===== src/rtl/divisor_pkg.sv =====
// Shared types and helpers for the parametrised restoring divider.
// Counter sizing and magnitude extraction live here so every divider width agrees.
package divisor_pkg;

    typedef enum logic [1:0] {IDLE, CALC, FIX} estado_t;

    localparam int MAX_W = 64;

    function automatic int cnt_w(input int size);
        return $clog2(size + 1);
    endfunction

    // Magnitude modulo 2^MAX_W, so the most negative value maps onto its own bit pattern.
    function automatic logic [MAX_W-1:0] abs_val(input logic signed [MAX_W-1:0] x);
        return x[MAX_W-1] ? MAX_W'(-x) : MAX_W'(x);
    endfunction

endpackage


===== src/rtl/divisor_paso.sv =====
// One restoring-division step: shift a dividend bit into the partial remainder,
// trial-subtract the divisor magnitude, keep the difference only when it is non-negative.
module divisor_paso #(
    parameter int SIZE = 32
) (
    input  logic [SIZE-1:0] rem,
    input  logic            bit_in,
    input  logic [SIZE-1:0] den,
    output logic [SIZE-1:0] rem_nxt,
    output logic            q_bit
);

    logic [SIZE:0] shifted;

    // shifted can exceed SIZE bits, but after a successful subtract the result is below den
    always_comb begin
        shifted = {rem, bit_in};
        q_bit   = (shifted >= {1'b0, den});
        rem_nxt = q_bit ? SIZE'(shifted - {1'b0, den}) : shifted[SIZE-1:0];
    end

endmodule


===== src/rtl/divisor_param.sv =====
// Iterative restoring divider, one quotient bit per clock, with optional signed mode,
// divide-by-zero flag, busy indication and synchronous cancel.
module divisor_param
    import divisor_pkg::*;
#(
    parameter int SIZE      = 32,
    parameter bit SIGNED_EN = 1'b1
) (
    input  logic            clk,
    input  logic            rst_n,
    input  logic            start,
    input  logic            signo,
    input  logic            cancel,
    input  logic [SIZE-1:0] num,
    input  logic [SIZE-1:0] den,
    output logic [SIZE-1:0] coc,
    output logic [SIZE-1:0] res,
    output logic            div_cero,
    output logic            busy,
    output logic            done
);

    localparam int              CNT_W   = cnt_w(SIZE);
    localparam logic [CNT_W-1:0] CNT_INI = CNT_W'(SIZE);

    estado_t          state_q, state_d;
    logic [CNT_W-1:0] cnt_q, cnt_d;
    logic [SIZE-1:0]  coc_q, coc_d, res_q, res_d;
    logic             div_cero_q, div_cero_d;
    logic             busy_q, busy_d;
    logic             done_q, done_d;

    logic [SIZE-1:0]  rem_q, rem_d;
    logic [SIZE-1:0]  quo_q, quo_d;
    logic [SIZE-1:0]  den_abs_q, den_abs_d;
    logic             neg_coc_q, neg_coc_d;
    logic             neg_res_q, neg_res_d;
    logic             cero_q, cero_d;

    logic                   op_signed, num_neg, den_neg;
    logic signed [SIZE-1:0] num_s, den_s;
    logic [SIZE-1:0]        num_mag, den_mag;
    logic [SIZE-1:0]        rem_nxt;
    logic                   q_bit;

    divisor_paso #(.SIZE(SIZE)) u_paso (
        .rem     (rem_q),
        .bit_in  (quo_q[SIZE-1]),
        .den     (den_abs_q),
        .rem_nxt (rem_nxt),
        .q_bit   (q_bit)
    );

    always_comb begin
        op_signed = SIGNED_EN & signo;
        num_s     = signed'(num);
        den_s     = signed'(den);
        num_neg   = op_signed & num[SIZE-1];
        den_neg   = op_signed & den[SIZE-1];
        num_mag   = num_neg ? SIZE'(abs_val(MAX_W'(num_s))) : num;
        den_mag   = den_neg ? SIZE'(abs_val(MAX_W'(den_s))) : den;
    end

    always_comb begin
        state_d    = state_q;
        cnt_d      = cnt_q;
        coc_d      = coc_q;
        res_d      = res_q;
        div_cero_d = div_cero_q;
        busy_d     = busy_q;
        done_d     = 1'b0;
        rem_d      = rem_q;
        quo_d      = quo_q;
        den_abs_d  = den_abs_q;
        neg_coc_d  = neg_coc_q;
        neg_res_d  = neg_res_q;
        cero_d     = cero_q;

        if (cancel) begin
            state_d = IDLE;
            busy_d  = 1'b0;
        end else begin
            case (state_q)
                IDLE: begin
                    if (start) begin
                        cnt_d     = CNT_INI;
                        rem_d     = '0;
                        den_abs_d = den_mag;
                        neg_coc_d = num_neg ^ den_neg;
                        neg_res_d = num_neg;
                        // On a zero divisor the raw dividend is kept so it can be returned untouched
                        if (den == '0) begin
                            quo_d   = num;
                            cero_d  = 1'b1;
                            state_d = FIX;
                        end else begin
                            quo_d   = num_mag;
                            cero_d  = 1'b0;
                            busy_d  = 1'b1;
                            state_d = CALC;
                        end
                    end
                end
                CALC: begin
                    rem_d = rem_nxt;
                    quo_d = {quo_q[SIZE-2:0], q_bit};
                    cnt_d = cnt_q - CNT_W'(1);
                    if (cnt_q == CNT_W'(1)) begin
                        state_d = FIX;
                    end
                end
                FIX: begin
                    if (cero_q) begin
                        coc_d = '1;
                        res_d = quo_q;
                    end else begin
                        coc_d = neg_coc_q ? -quo_q : quo_q;
                        res_d = neg_res_q ? -rem_q : rem_q;
                    end
                    div_cero_d = cero_q;
                    done_d     = 1'b1;
                    busy_d     = 1'b0;
                    cnt_d      = '0;
                    state_d    = IDLE;
                end
                default: state_d = IDLE;
            endcase
        end
    end

    always_ff @(posedge clk or negedge rst_n) begin
        if (!rst_n) begin
            state_q    <= IDLE;
            cnt_q      <= '0;
            coc_q      <= '0;
            res_q      <= '0;
            div_cero_q <= 1'b0;
            busy_q     <= 1'b0;
            done_q     <= 1'b0;
        end else begin
            state_q    <= state_d;
            cnt_q      <= cnt_d;
            coc_q      <= coc_d;
            res_q      <= res_d;
            div_cero_q <= div_cero_d;
            busy_q     <= busy_d;
            done_q     <= done_d;
        end
    end

    // Datapath registers are only meaningful once an operation has been accepted
    always_ff @(posedge clk) begin
        rem_q     <= rem_d;
        quo_q     <= quo_d;
        den_abs_q <= den_abs_d;
        neg_coc_q <= neg_coc_d;
        neg_res_q <= neg_res_d;
        cero_q    <= cero_d;
    end

    assign coc      = coc_q;
    assign res      = res_q;
    assign div_cero = div_cero_q;
    assign busy     = busy_q;
    assign done     = done_q;

endmodule


===== config.mk =====
export PLATFORM = sky130hd
export DESIGN_NAME = divisor_param
export DESIGN_NICKNAME = d
export VERILOG_FILES = /design/src/rtl/divisor_pkg.sv /design/src/rtl/divisor_paso.sv /design/src/rtl/divisor_param.sv
export SDC_FILE = /design/constraint.sdc
export NUM_CORES = 1
export LEC_CHECK = 0
export CAP_MARGIN = 20
export CORE_MARGIN = 3
export CORE_UTILIZATION = 55
export DETAILED_ROUTE_END_ITERATION = 6
export GPL_TIMING_DRIVEN = 0
export PLACE_DENSITY = 0.79
export SYNTH_ARGS = -nofsm -noshare
export SYNTH_HDL_FRONTEND = slang
export SYNTH_SLANG_ARGS = --single-unit

===== constraint.sdc =====
create_clock -name clk -period 5.1 [get_ports clk]
set_input_delay 1.275 -clock clk [delete_from_list [all_inputs] [get_ports clk]]
set_output_delay 1.275 -clock clk [all_outputs]
set_load 0.01 [all_outputs]

[After elaboration in Yosys (flattened, before gate mapping)]
Index checks and enable logic that the tools add are counted.
Storage, ports and cells
  register bits after elaboration: 174
  input port bits: 69
  output and inout bits: 67
  word-level logic and storage cells: 70
Operators by class
  add/sub/neg operators: 6
  $lt $le $gt $ge: 1
  equality and inequality tests: 7
  muxes and demuxes: 28
  bitwise operators: 4
  reductions and logical operators: 11
Operators by type and width (count)
  $mux W32: 12
  $neg A32 Y32: 4
  $pmux W32 S2: 2
  $ge A33 B32 Y1: 1
  $logic_not A32 Y1: 1
  $sub A32 B32 Y32: 1
  $pmux W6 S3: 1
  $reduce_and A3 Y1: 4
  $ne A3 B3 Y1 const B: 3
  $mux W2: 4
  $eq A6 B1 Y1 const B: 1
  $mux W1: 6
  $mux W6: 1
  $reduce_bool A3 Y1: 2
  $sub A6 B1 Y6 const B: 1
  $pmux W2 S2: 1
  $reduce_and A2 Y1: 2
  $and A1 B1 Y1: 2
  $eq A2 B1 Y1 const B: 1
  $eq A2 B2 Y1 const B: 1
  $logic_not A2 Y1: 1
  $ne A2 B2 Y1 const B: 1
  $pmux W1 S2: 1
  $reduce_bool A2 Y1: 1
  2 further kinds: 2

[Longest topological paths before layout]
  word-level depth: 6
  depth in mapped cells: 13
  mapped depth without buffers: 12

[Cells and area by module]
Synthesis repeated with hierarchy kept, for this count alone.
Unflattened totals
  cells, all modules: 1295
  area total of the unflattened synthesis: 12011.5 um2
By module, submodules not included
  divisor_param: times used 1, cells an instance 972, area an instance 9680.5 um2, seq. area each 4849.7 um2
  divisor_paso: times used 1, cells an instance 323, area an instance 2331.0 um2, seq. area each 0.0 um2

[Least setup slack after synthesis]
Ideal clock, no wire load.
  kind: input to register
  from: in start
  to: reg quo_q[0] (enable)
  setup time: 0.486 ns
  data arrival time: 4.021 ns
  data required time: 4.614 ns
  setup slack: 0.593 ns
  cell stages on the path: 2
  buffers on the path: 0
  cells stage by stage: mux2i_1 > nor2_1
On the way
  cells in the longest elaborated chain, start to end: 2
Ends and longest elaborated chain
  from (decl): RTL line divisor_param.sv:11  | input logic start,
  $ne A2 B2 Y1 (no source line)
  $reduce_and A3 Y1 (no source line)
  to (signal assigned): RTL line divisor_param.sv:154  | quo_q <= quo_d;
  to (decl): RTL line divisor_param.sv:34  | logic [SIZE-1:0] quo_q, quo_d;
No other way between the ends.
A chain may end at the register's enable or synchronous reset.

[Worst setup path after layout]
  from: in den[10]
  to: reg quo_q[7] (data pin)
On the way
  cells in the longest elaborated chain, start to end: 4
Ends and longest elaborated chain
  from (decl): RTL line divisor_param.sv:15  | input logic [SIZE-1:0] den,
  $logic_not A32 Y1: RTL line divisor_param.sv:92  | if (den == '0) begin
  $mux W32: RTL line divisor_param.sv:92
  $mux W32: RTL line divisor_param.sv:85  | if (start) begin
  $pmux W32 S2: RTL line divisor_param.sv:83  | case (state_q)
No other way between the ends. The select of a mux whose other input is x is not followed.

==> results.md <==
- Status: complete, no violations
- Cell family with most CP delay: simple AND/OR/NAND/NOR gates
- Combinational power share: 0.356
- Setup repair bufs after CTS: 0
- Pwr Density: roughly 400 nW/um^2
- Final instance area: 14000 sq um
- Fill cells: 1713
- GRT overflow: 0
- Setup WS pre-CTS: 0.708 ns
- Clk slew on worst S/H paths: 0.07 ns
- Die Area: between 20000 and 25000 sq um
- CTS tree: done
- DIE HEIGHT: 151 microns
- Max Buffers Root-to-Sink: 2
- Gr usage total: 0.276
- CP Capture Type: register
- CP required: 5.27 ns
- DRC Markers: 0
- Crit-path max cell delay: 0.58 ns
- Sequential Power Share: 0.396
- Worst Hold Class: reg -> reg
- Final count of hold timing violations: 0
- Final Core Density: 0.682
- Max Clk Rate: between 0.2 and 0.3 GHz
- Syn. warnings: 0
- Post-route setup slack: between 1 and 1.5 ns
- DRT Wirelength: around 31000 microns
- ANT cells: 0
- Post-synth EDFFs: 99
- Post-CTS Hold Buffers: 0
- Rows: 52
- Yosys cell types: between 60 and 70
- Synthesized Nets: 1400
- Port Buffers: 135
- RSZ-0062 raised after global routing: false
- CTS Buf Count: 17
- NetSw: 1.89 mW
- Final setup violating endpoints: 0
- Ys flop type: edfxtp_1
- Layout cell share with drive strength beyond 1: 0.0556
- Dpl cell area: 13400 sq um
- Core Footprint: 20500 sq um
- Largest net degree at the start of global routing: 47
- CP dominant cell by count: buf_6
- Clock Sinks: ~170
- Area grow syn2layout: 20.4%
- Initial antenna violation count: 0
- Die Wd: between 150 and 200 microns
- Critical setup path kind: in -> reg
- Most common cell after layout, fill and taps aside: nand2_1
- Nets: 1557
- Internal power: 3.54 mW
- WP buf/inv: 4
- Vias in the first global route: between 9000 and 10000
- Crit path DAT: slightly above 4 ns
- #FFs+latches synth: between 150 and 200
- Post-Synthesis Cells: roughly 1300
- Setup TNS: 0 ns
- Routed vias: ~10000
- Clk Tree Root Cell: clkbuf_16
- Worst path slowest cell: or4_4
- Max Cap Viol: 0
- Async SR Flop Fraction: 0.431
- Initial DRC count: about 680
- VDD IR max: about 240 uV
- Minimum clock period: slightly below 4 ns
- Most frequent cells in the layout: nand2_1, clkdlybuf4s50_1, a21oi_1
- Global-route wire length before repair: 49400 microns
- HPWL Detailed: 24500 microns
- Setup crit start kind: primary input
- Resize count post-CTS: 0
- Clock skew: 0.00944 ns
- Slew at the pin closest to its max-slew limit: 0.936 ns
- # IOs: 136
- Slew headroom: 0.375
- Critical path, cell by cell: clkdlybuf4s50_1, or4_4, and4b_1, buf_4, nand3_2, or3_4, and2_4, buf_6, buf_6, o41ai_2, xor2_1, o21ai_1
- Drt wl/cell: 18.2 microns
- Max-slew violation count: 0
- Gpl congestion: 0.891
- Clock share of power: 0.248
- Max H-tree Level: 4
- Clock latency at the later pin of the worst-skew pair: 0.44 ns
- Crit share post-route: 0.772
- Initial Util: 0.566
- Post-route ant nets: 0
- Sequential area share after synthesis: 0.418
- Synth Area per Inst: approximately 9 sq um
- Pre-antenna DRT Iters: 5
- FF-to-FF setup slack: 1.29 ns
- CP max FO: 10
- LEAKAGE: 5.46 nW
- Mapped Area: between 10000 and 15000 sq um
- Routed vias/inst: just under 6
- Net Sw Frac: 0.348
-- logic make-up (layout without fill, tap and decap cells) --
| group | Yosys count | in the layout | synth area share |
|---|---|---|---|
| and+or+nand+nor | 423 | 423 | 0.174 |
| DFF | 174 | 174 | 0.418 |
| buffers and inverters | 127 | 297 | 0.0444 |
| AOI/OAI and AO/OA | 371 | 371 | 0.203 |
| muxes | 6 | 6 | 0.00518 |
| adders and majority gates | 43 | 43 | 0.0470 |
| xor gates and xnor gates | 144 | 144 | 0.109 |
-- worst reg2reg max path, cell delays in order (launching register included) --
cell and delay, ns:
edfxtp_1 0.51, ha_1 0.46, o21a_1 0.14, o31a_1 0.22
o31a_1 0.22, nor4_1 0.11, o41a_1 0.49, o31ai_2 0.63
clkbuf_1 0.51, nand2_1 0.12, o211a_1 0.15
-- layout make-up --
cell class	instances	area, sq um	share of cell area
clock buffer	17	425	0.0305
inverter	61	229	0.0164
buffer	66	287	0.0205
clock inverter	15	171	0.0123
tap	270	338	0.0242
multi-input combinational	987	6250	0.448
timing repair buffer	138	1420	0.101
sequential	174	4850	0.347
-- sequential cells by signal (all words and copies together) (netlist names), 2 cells and up --
name and cells:
rem_q 32, den_abs_q 32, quo_q 32, coc 32
state_q 2, cnt_q 6, res 32
-- synth_stat cells (12+ instances only) --
library cell | n | area [sq um]
dfrtp_1 | 75 | 1880
and3_1 | 18 | 113
ha_1 | 42 | 526
xnor2_1 | 53 | 464
o21ai_1 | 14 | 70.1
nor3_1 | 23 | 115
or3_1 | 17 | 106
xor2_1 | 91 | 797
edfxtp_1 | 99 | 2970
o31ai_1 | 23 | 173
a21o_1 | 12 | 90.1
a21oi_1 | 109 | 546
clkbuf_1 | 47 | 176
o21ai_0 | 106 | 531
nor2_1 | 92 | 345
nand2_1 | 179 | 672
nand3_1 | 15 | 75.1
inv_1 | 61 | 229
nor4_1 | 12 | 75.1
a21boi_0 | 17 | 128
nand4_1 | 12 | 75.1
-- metrics by stage --
stage	power (mW)	hold WS (ns)	std cells
final	5.43	0.471	1728
after global routing	5.73	0.510	1728
after CTS	5.42	0.475	1728
after detailed placement	4.09	0.459	1696
after global placement	4.04	0.457	1693
after floorplan	3.16	0.480	1288
-- per-layer routing --
| metal | global-route usage | part of all wire |
|---|---|---|
| met1 | 0.348 | 0.41 |
| met2 | 0.468 | 0.48 |
| met3 | 0.0419 | 0.071 |
| met4 | 0.128 | 0.039 |
| met5 | 0 | 0 |
-- power groups by stage --
stage | Clock, mW | Sequential, mW | Combinational, mW
after global placement | 0 | 2.17 | 1.86
after floorplan | 0 | 2.22 | 0.942
after detailed placement | 0 | 2.18 | 1.92
final | 1.35 | 2.15 | 1.93
after CTS | 1.35 | 2.15 | 1.93
after global routing | 1.41 | 2.19 | 2.13
-- worst paths after layout --
kind | from | end | cells after the start
worst max-delay path | den[10] | quo_q[7] | 12
worst min-delay path | coc[0] | coc[0] | 2
worst max register to register | rem_q[1] | rem_q[16] | 10
worst min register to register | coc[0] | coc[0] | 2
max in group asynchronous | rst_n | res[26] | 2
min in group asynchronous | rst_n | coc[2] | 1
(Power assumes the default switching activity.)
